[config.mk]
export PLATFORM = sky130hd
export DESIGN_NAME = code_nco_ctl
export DESIGN_NICKNAME = d
export VERILOG_FILES = /design/src/rtl/code_nco_pkg.sv /design/src/rtl/code_chip_counter.sv /design/src/rtl/code_nco.sv
export SDC_FILE = /design/constraint.sdc
export NUM_CORES = 1
export LEC_CHECK = 0
export BUFFER_PORTS_ARGS = -buffer_cell sky130_fd_sc_hd__buf_2
export CAP_MARGIN = 20
export CORE_UTILIZATION = 39
export DETAILED_ROUTE_END_ITERATION = 10
export PLACE_DENSITY_LB_ADDON = 0.15
export RECOVER_POWER = 100
export SYNTH_ARGS = -nofsm -noshare
export SYNTH_HDL_FRONTEND = slang
export SYNTH_SLANG_ARGS = --single-unit
[constraint.sdc]
create_clock -name clk -period 4.3 [get_ports clk]
set_clock_uncertainty 0.15 [all_clocks]
set_input_delay 0.86 -clock clk [delete_from_list [all_inputs] [get_ports clk]]
set_output_delay 0.86 -clock clk [all_outputs]
set_load 0.005 [all_outputs]
[src/rtl/code_nco_pkg.sv]
// code_nco_pkg
// Purpose: shared constants, default widths, the chip index type and the
//          modulo-N chip successor used by the code NCO and its bench model.
// Ports:   none (package).
package code_nco_pkg;

  localparam int CA_CODE_LEN  = 1023;  // GPS C/A chips per code period
  localparam int CA_NUM_SV    = 36;    // codes held side by side in the ROM word
  localparam int DEF_PHASE_W  = 32;
  localparam int DEF_ADDR_W   = 10;
  localparam int DEF_SEL_W    = 6;
  localparam int DEF_ROM_LAT  = 1;

  typedef logic [DEF_ADDR_W-1:0] chip_idx_t;

  // Successor of a chip index in a code of len chips (len-1 wraps to 0).
  function automatic int unsigned chip_wrap_next(input int unsigned idx,
                                                 input int unsigned len);
    return (idx >= len - 1) ? 0 : idx + 1;
  endfunction

endpackage

[src/rtl/code_chip_counter.sv]
// code_chip_counter
// Purpose: modulo-CODE_LEN loadable chip counter. Advances on an accumulator
//          carry of a valid sample and flags each sample that starts a chip
//          (o_new_chip) or starts chip 0 (o_wrap).
// Ports:
//   clk, reset_n  clock and asynchronous active-low reset
//   i_dv          sample valid (stage-1)
//   i_carry       accumulator carry of that sample
//   i_load        load request (stage-1), overrides counting
//   i_load_chip   chip index to load (out-of-range values load 0)
//   o_chip        chip register (drives the ROM address)
//   o_new_chip    sample at o_chip is the first of its chip
//   o_wrap        sample at o_chip is the first of chip 0
module code_chip_counter
  import code_nco_pkg::*;
#(
  parameter int ADDR_W   = DEF_ADDR_W,
  parameter int CODE_LEN = CA_CODE_LEN
) (
  input  logic              clk,
  input  logic              reset_n,
  input  logic              i_dv,
  input  logic              i_carry,
  input  logic              i_load,
  input  logic [ADDR_W-1:0] i_load_chip,
  output logic [ADDR_W-1:0] o_chip,
  output logic              o_new_chip,
  output logic              o_wrap
);

  logic [ADDR_W-1:0] r_chip;
  logic              r_new;
  logic              r_wrap;
  logic              r_pend;       // load arrived on an invalid sample
  logic              r_pend_wrap;
  logic [ADDR_W-1:0] w_next;
  logic [ADDR_W-1:0] w_load_val;
  logic              w_at_end;

  assign w_at_end   = (32'(r_chip) == 32'(CODE_LEN - 1));
  assign w_next     = ADDR_W'(chip_wrap_next(32'(r_chip), 32'(CODE_LEN)));
  assign w_load_val = (32'(i_load_chip) >= 32'(CODE_LEN)) ? '0 : i_load_chip;

  // A load seen on an invalid sample still has to mark the next valid
  // sample as a chip start, so it is parked in r_pend until then.
  always_ff @(posedge clk or negedge reset_n) begin
    if (!reset_n) begin
      r_chip      <= '0;
      r_new       <= 1'b0;
      r_wrap      <= 1'b0;
      r_pend      <= 1'b0;
      r_pend_wrap <= 1'b0;
    end else if (i_load) begin
      r_chip      <= w_load_val;
      r_new       <= 1'b1;
      r_wrap      <= (w_load_val == '0);
      r_pend      <= ~i_dv;
      r_pend_wrap <= (w_load_val == '0);
    end else if (i_dv) begin
      if (i_carry) r_chip <= w_next;
      r_new       <= i_carry | r_pend;
      r_wrap      <= i_carry ? w_at_end : (r_pend & r_pend_wrap);
      r_pend      <= 1'b0;
      r_pend_wrap <= 1'b0;
    end
  end

  assign o_chip     = r_chip;
  assign o_new_chip = r_new;
  assign o_wrap     = r_wrap;

endmodule

[src/rtl/code_nco.sv]
// code_nco_ctl
// Purpose: code NCO. A phase accumulator driven by a registered frequency word
//          produces carries that advance a modulo-CODE_LEN chip counter; the
//          counter addresses an external multi-code ROM, and the selected code
//          bit is output together with its chip index, chip-edge and epoch
//          strobes, all aligned through a matching delay pipeline.
// Ports:
//   clk, reset_n  clock and asynchronous active-low reset
//   dv_in         sample enable
//   freq, freq_we frequency word and its write strobe
//   load, load_chip, load_phase  acquisition handover load
//   code_sel      ROM bit (space vehicle) select
//   rom_addr      ROM address = chip counter
//   rom_data      ROM word, valid ROM_LAT cycles after rom_addr
//   dv_out, q, chip_idx, chip_edge, epoch  aligned outputs
module code_nco_ctl
  import code_nco_pkg::*;
#(
  parameter int PHASE_W   = DEF_PHASE_W,
  parameter int CODE_LEN  = CA_CODE_LEN,
  parameter int ADDR_W    = DEF_ADDR_W,
  parameter int NUM_CODES = CA_NUM_SV,
  parameter int SEL_W     = DEF_SEL_W,
  parameter int ROM_LAT   = DEF_ROM_LAT
) (
  input  logic                 clk,
  input  logic                 reset_n,
  input  logic                 dv_in,
  input  logic [PHASE_W-1:0]   freq,
  input  logic                 freq_we,
  input  logic                 load,
  input  logic [ADDR_W-1:0]    load_chip,
  input  logic [PHASE_W-1:0]   load_phase,
  input  logic [SEL_W-1:0]     code_sel,
  output logic [ADDR_W-1:0]    rom_addr,
  input  logic [NUM_CODES-1:0] rom_data,
  output logic                 dv_out,
  output logic                 q,
  output logic [ADDR_W-1:0]    chip_idx,
  output logic                 chip_edge,
  output logic                 epoch
);

  logic [PHASE_W-1:0] r_freq;
  logic [PHASE_W-1:0] r_phase;
  logic               r_carry;
  logic               r_dv1;
  logic               r_load1;
  logic [ADDR_W-1:0]  r_load_chip1;
  logic               r_dv2;
  logic [ROM_LAT-1:0] r_dv_d;
  logic [ROM_LAT-1:0] r_new_d;
  logic [ROM_LAT-1:0] r_wrap_d;
  logic [ADDR_W-1:0]  r_idx_d [ROM_LAT];
  logic               r_q;
  logic               r_dv_out;
  logic               r_edge;
  logic               r_epoch;
  logic [ADDR_W-1:0]  r_idx;

  logic [PHASE_W:0]   w_sum;
  logic [ADDR_W-1:0]  w_chip;
  logic               w_new;
  logic               w_wrap;
  logic               w_bit;

  assign w_sum = {1'b0, r_phase} + {1'b0, r_freq};

  // Stage 1: frequency register and accumulator. The load is carried into
  // stage 2 so the loaded chip lands in step with the loaded phase sample.
  always_ff @(posedge clk or negedge reset_n) begin
    if (!reset_n) begin
      r_freq       <= '0;
      r_phase      <= '0;
      r_carry      <= 1'b0;
      r_dv1        <= 1'b0;
      r_load1      <= 1'b0;
      r_load_chip1 <= '0;
    end else begin
      if (freq_we) r_freq <= freq;
      if (load) begin
        r_phase <= load_phase;
        r_carry <= 1'b0;
      end else if (dv_in) begin
        {r_carry, r_phase} <= w_sum;
      end else begin
        r_carry <= 1'b0;
      end
      r_dv1        <= dv_in;
      r_load1      <= load;
      r_load_chip1 <= load_chip;
    end
  end

  // Stage 2: chip counter.
  code_chip_counter #(
    .ADDR_W   (ADDR_W),
    .CODE_LEN (CODE_LEN)
  ) u_chip_counter (
    .clk         (clk),
    .reset_n     (reset_n),
    .i_dv        (r_dv1),
    .i_carry     (r_carry),
    .i_load      (r_load1),
    .i_load_chip (r_load_chip1),
    .o_chip      (w_chip),
    .o_new_chip  (w_new),
    .o_wrap      (w_wrap)
  );

  assign rom_addr = w_chip;

  // Sideband follows the ROM read so that it meets rom_data.
  always_ff @(posedge clk or negedge reset_n) begin
    if (!reset_n) begin
      r_dv2    <= 1'b0;
      r_dv_d   <= '0;
      r_new_d  <= '0;
      r_wrap_d <= '0;
      for (int i = 0; i < ROM_LAT; i++) r_idx_d[i] <= '0;
    end else begin
      r_dv2       <= r_dv1;
      r_dv_d[0]   <= r_dv2;
      r_new_d[0]  <= w_new;
      r_wrap_d[0] <= w_wrap;
      r_idx_d[0]  <= w_chip;
      for (int i = 1; i < ROM_LAT; i++) begin
        r_dv_d[i]   <= r_dv_d[i-1];
        r_new_d[i]  <= r_new_d[i-1];
        r_wrap_d[i] <= r_wrap_d[i-1];
        r_idx_d[i]  <= r_idx_d[i-1];
      end
    end
  end

  assign w_bit = (32'(code_sel) < 32'(NUM_CODES)) ? rom_data[code_sel] : 1'b0;

  always_ff @(posedge clk or negedge reset_n) begin
    if (!reset_n) begin
      r_q      <= 1'b0;
      r_dv_out <= 1'b0;
      r_edge   <= 1'b0;
      r_epoch  <= 1'b0;
      r_idx    <= '0;
    end else begin
      r_q      <= w_bit;
      r_dv_out <= r_dv_d[ROM_LAT-1];
      r_edge   <= r_dv_d[ROM_LAT-1] & r_new_d[ROM_LAT-1];
      r_epoch  <= r_dv_d[ROM_LAT-1] & r_wrap_d[ROM_LAT-1];
      r_idx    <= r_idx_d[ROM_LAT-1];
    end
  end

  assign q         = r_q;
  assign dv_out    = r_dv_out;
  assign chip_edge = r_edge;
  assign epoch     = r_epoch;
  assign chip_idx  = r_idx;

endmodule

==> metrics.txt <==
status=finished with violations; failing checks=capacitance limit, slew limit; worst path buffer plus inverter count=0; Layout Nets=890; dpl ws=0.776 ns; Antenna Cells=0; Reg2Reg Capture Point=r_phase[28]; minimum clock period=3.76 ns; Max Slew Vio Count=95; # IOs=145; CP Launch Point=r_phase[0]; core area=0.0159 mm^2; initial core utilization=40.0%; input/output buffers=144; unrepaired setup endpoints after global routing=false; Clock transition at path regs=0.06 ns; Longest Clk Path Bufs=2; crit start category=flop; full die area=0.0169 mm^2; wire length per cell=15.5 um; depth of the CTS H-tree=4; vias=5,104; P&R area growth vs syn=23.2%; most frequent cell after synthesis=dfrtp_1; share of cells above drive strength 1=26.8%; Syn Inst Count=594; cell types occupying the most area after synthesis=dfrtp_1 (47%), ha_1 (6.7%), mux2_2 (5.8%); CTS root buf=clkbuf_16; r2r startpoint=r_phase[0]; width of the die=130 um; Critical Path Sink=r_phase[28]; M2 GR Usage=30.4%; flop2flop setup slack=0.54 ns; Post-synth EDFFs=0; antenna violations before repair=0; Avg Cell Area, Syn=10.7 um^2; syn nets=750; fmax=266 MHz; Setup TNS=0 ns; # rows=46; most frequent cells after synthesis=dfrtp_1 (119), o21ai_0 (52), a21oi_1 (48), nand2_1 (43); ys async rst share=100%; power per cell area=510 mW/mm^2; Synth Cell Area=0.00637 mm^2; CP required=4.50 ns; met1 usage=24.0%; post-CTS setup buffers=0; Detail Route Antenna Nets=0; Slew @ Worst Pin=2.02 ns; DR DRC count=0; CP arrival=3.96 ns; 1st-pass router iterations=5; Worst Hold Slack=0.197 ns; post-synthesis sequential area ratio=46.7%; Yosys top cell by area=dfrtp_1; number of CTS-inserted buffers=17; DIE HEIGHT=130 um; flops & latches, synth=119; Hold Violations, Final=0; Inst Count DP=931; crit share post-route=87.5%; Post-CTS Hold Buffers=0; Crit path largest cell delay=0.49 ns; Top Family by Delay on Critical Path=compound AO/OA/AOI/OAI gates; leakage dissipation=0.00359 uW; Util after Layout=49.3%; routability cong.=0.841; Critical Path End Type=flop; Synth cell types=55; global routing usage on met3=5.21%; # resized after CTS=0; top-area cell type share of the netlist area=46.7%; hold crit path type=flop to flop; cells on worst reg2reg path=11; final worst slack=0.537 ns; CP max FO=4; max cap viols=3; CP Cell Sequence=ha_1 > fa_1 > a21o_1 > a311o_1 > a221oi_4 > a2bb2oi_1 > a31oi_1 > a31oi_4 > o21ai_0 > or4b_1 > nand3_1; non-filler cells, final=963; hpwl dp=11,000 um; CP Class=flop to flop; Vias/cell=5.30; DR iter-0 viols=253; clock latency on the worst-skew pair=0.42 ns; Worst slew margin=-34.9%; global-route wire length before repair=24,100 um; Final setup viols=0; largest net degree at the start of global routing=84; Congestion Overflow GR=0; fill count=1,538; drt total wl=15,000 um; GR Util All Layers=18.5%; Synth Flop Type=dfrtp_1; critical path depth in cells=11; clk sinks=119; Peak VDD IR=0.329 mV; Slowest cell on crit path=or4b_1; busiest layer in global routing=met2; number of global-route vias before repair=5,001; TritonCTS clock tree=yes; Syn. warnings=0
-- per-layer routing --
metal	wire, um	part of all wire (%)
met1	6790	45
met3	833	5.6
met4	82	0.55
met2	7260	49
met5	0	0
-- cell families after synthesis --
group | Yosys count | share of synthesized area [%]
adders and majority gates | 35 | 6.99
buffers and inverters | 40 | 2.47
DFF | 119 | 46.7
muxes | 62 | 12.2
and+or+nand+nor | 135 | 10.2
xor gates and xnor gates | 24 | 3.30
AOI/OAI and AO/OA | 179 | 18.2
-- final cells by class --
class                           count  area [um^2]  area share [%]
Multi-Input combinational cell    435         3220            41.0
Sequential cell                   119         2980            37.9
Timing Repair Buffer              146          703            8.95
Clock buffer                       18          439            5.59
Tap cell                          216          270            3.44
Clock inverter                     14          186            2.37
Inverter                           15         56.3           0.717
-- cell usage in the layout, fill, tap and decap left out, types with 14 or more instances in the layout --
cell / n
dfrtp_1: 119
buf_2: 118
o21ai_0: 56
a21oi_1: 48
nand2_1: 43
nor2_1: 34
ha_1: 34
mux2_2: 33
clkbuf_1: 24
mux2i_1: 20
xnor2_1: 18
clkbuf_16: 17
inv_1: 15
a21o_1: 14
a22oi_1: 14
-- metrics by stage --
stage | total power [uW] | instance area [um^2]
final | 4000 | 7860
after detailed placement | 2550 | 7290
after global routing | 4250 | 7860
after CTS | 4070 | 7920
after global placement | 2530 | 7290
after floorplan | 2240 | 6370
-- flip-flops by register name, summed over array words and instances, names as in the netlist, 10 cells and up --
name	cells
r_phase	32
chip_idx	10
r_idx_d	10
u_chip_counter.o_chip	10
r_freq	32
r_load_chip1	10
-- report_power, final --
group	internal, uW	switching (uW)	leakage [uW]	total (uW)
Combinational	524	615	0.00189	1140
Sequential	1270	102	0.00140	1380
Clock	941	546	0.000300	1490
-- how the worst min path moves through the flow --
stage | cells past startpoint | startpoint | to
2_1_floorplan | 0 | r_idx_d[0] | chip_idx[0]
3_3_place_gp | 0 | r_idx_d[8] | chip_idx[8]
3_5_place_dp | 0 | r_idx_d[4] | chip_idx[4]
4_1_cts | 0 | r_idx_d[4] | chip_idx[4]
5_1_grt | 0 | r_idx_d[9] | chip_idx[9]
6_report | 0 | r_idx_d[4] | chip_idx[4]
(Power assumes the default switching activity.)
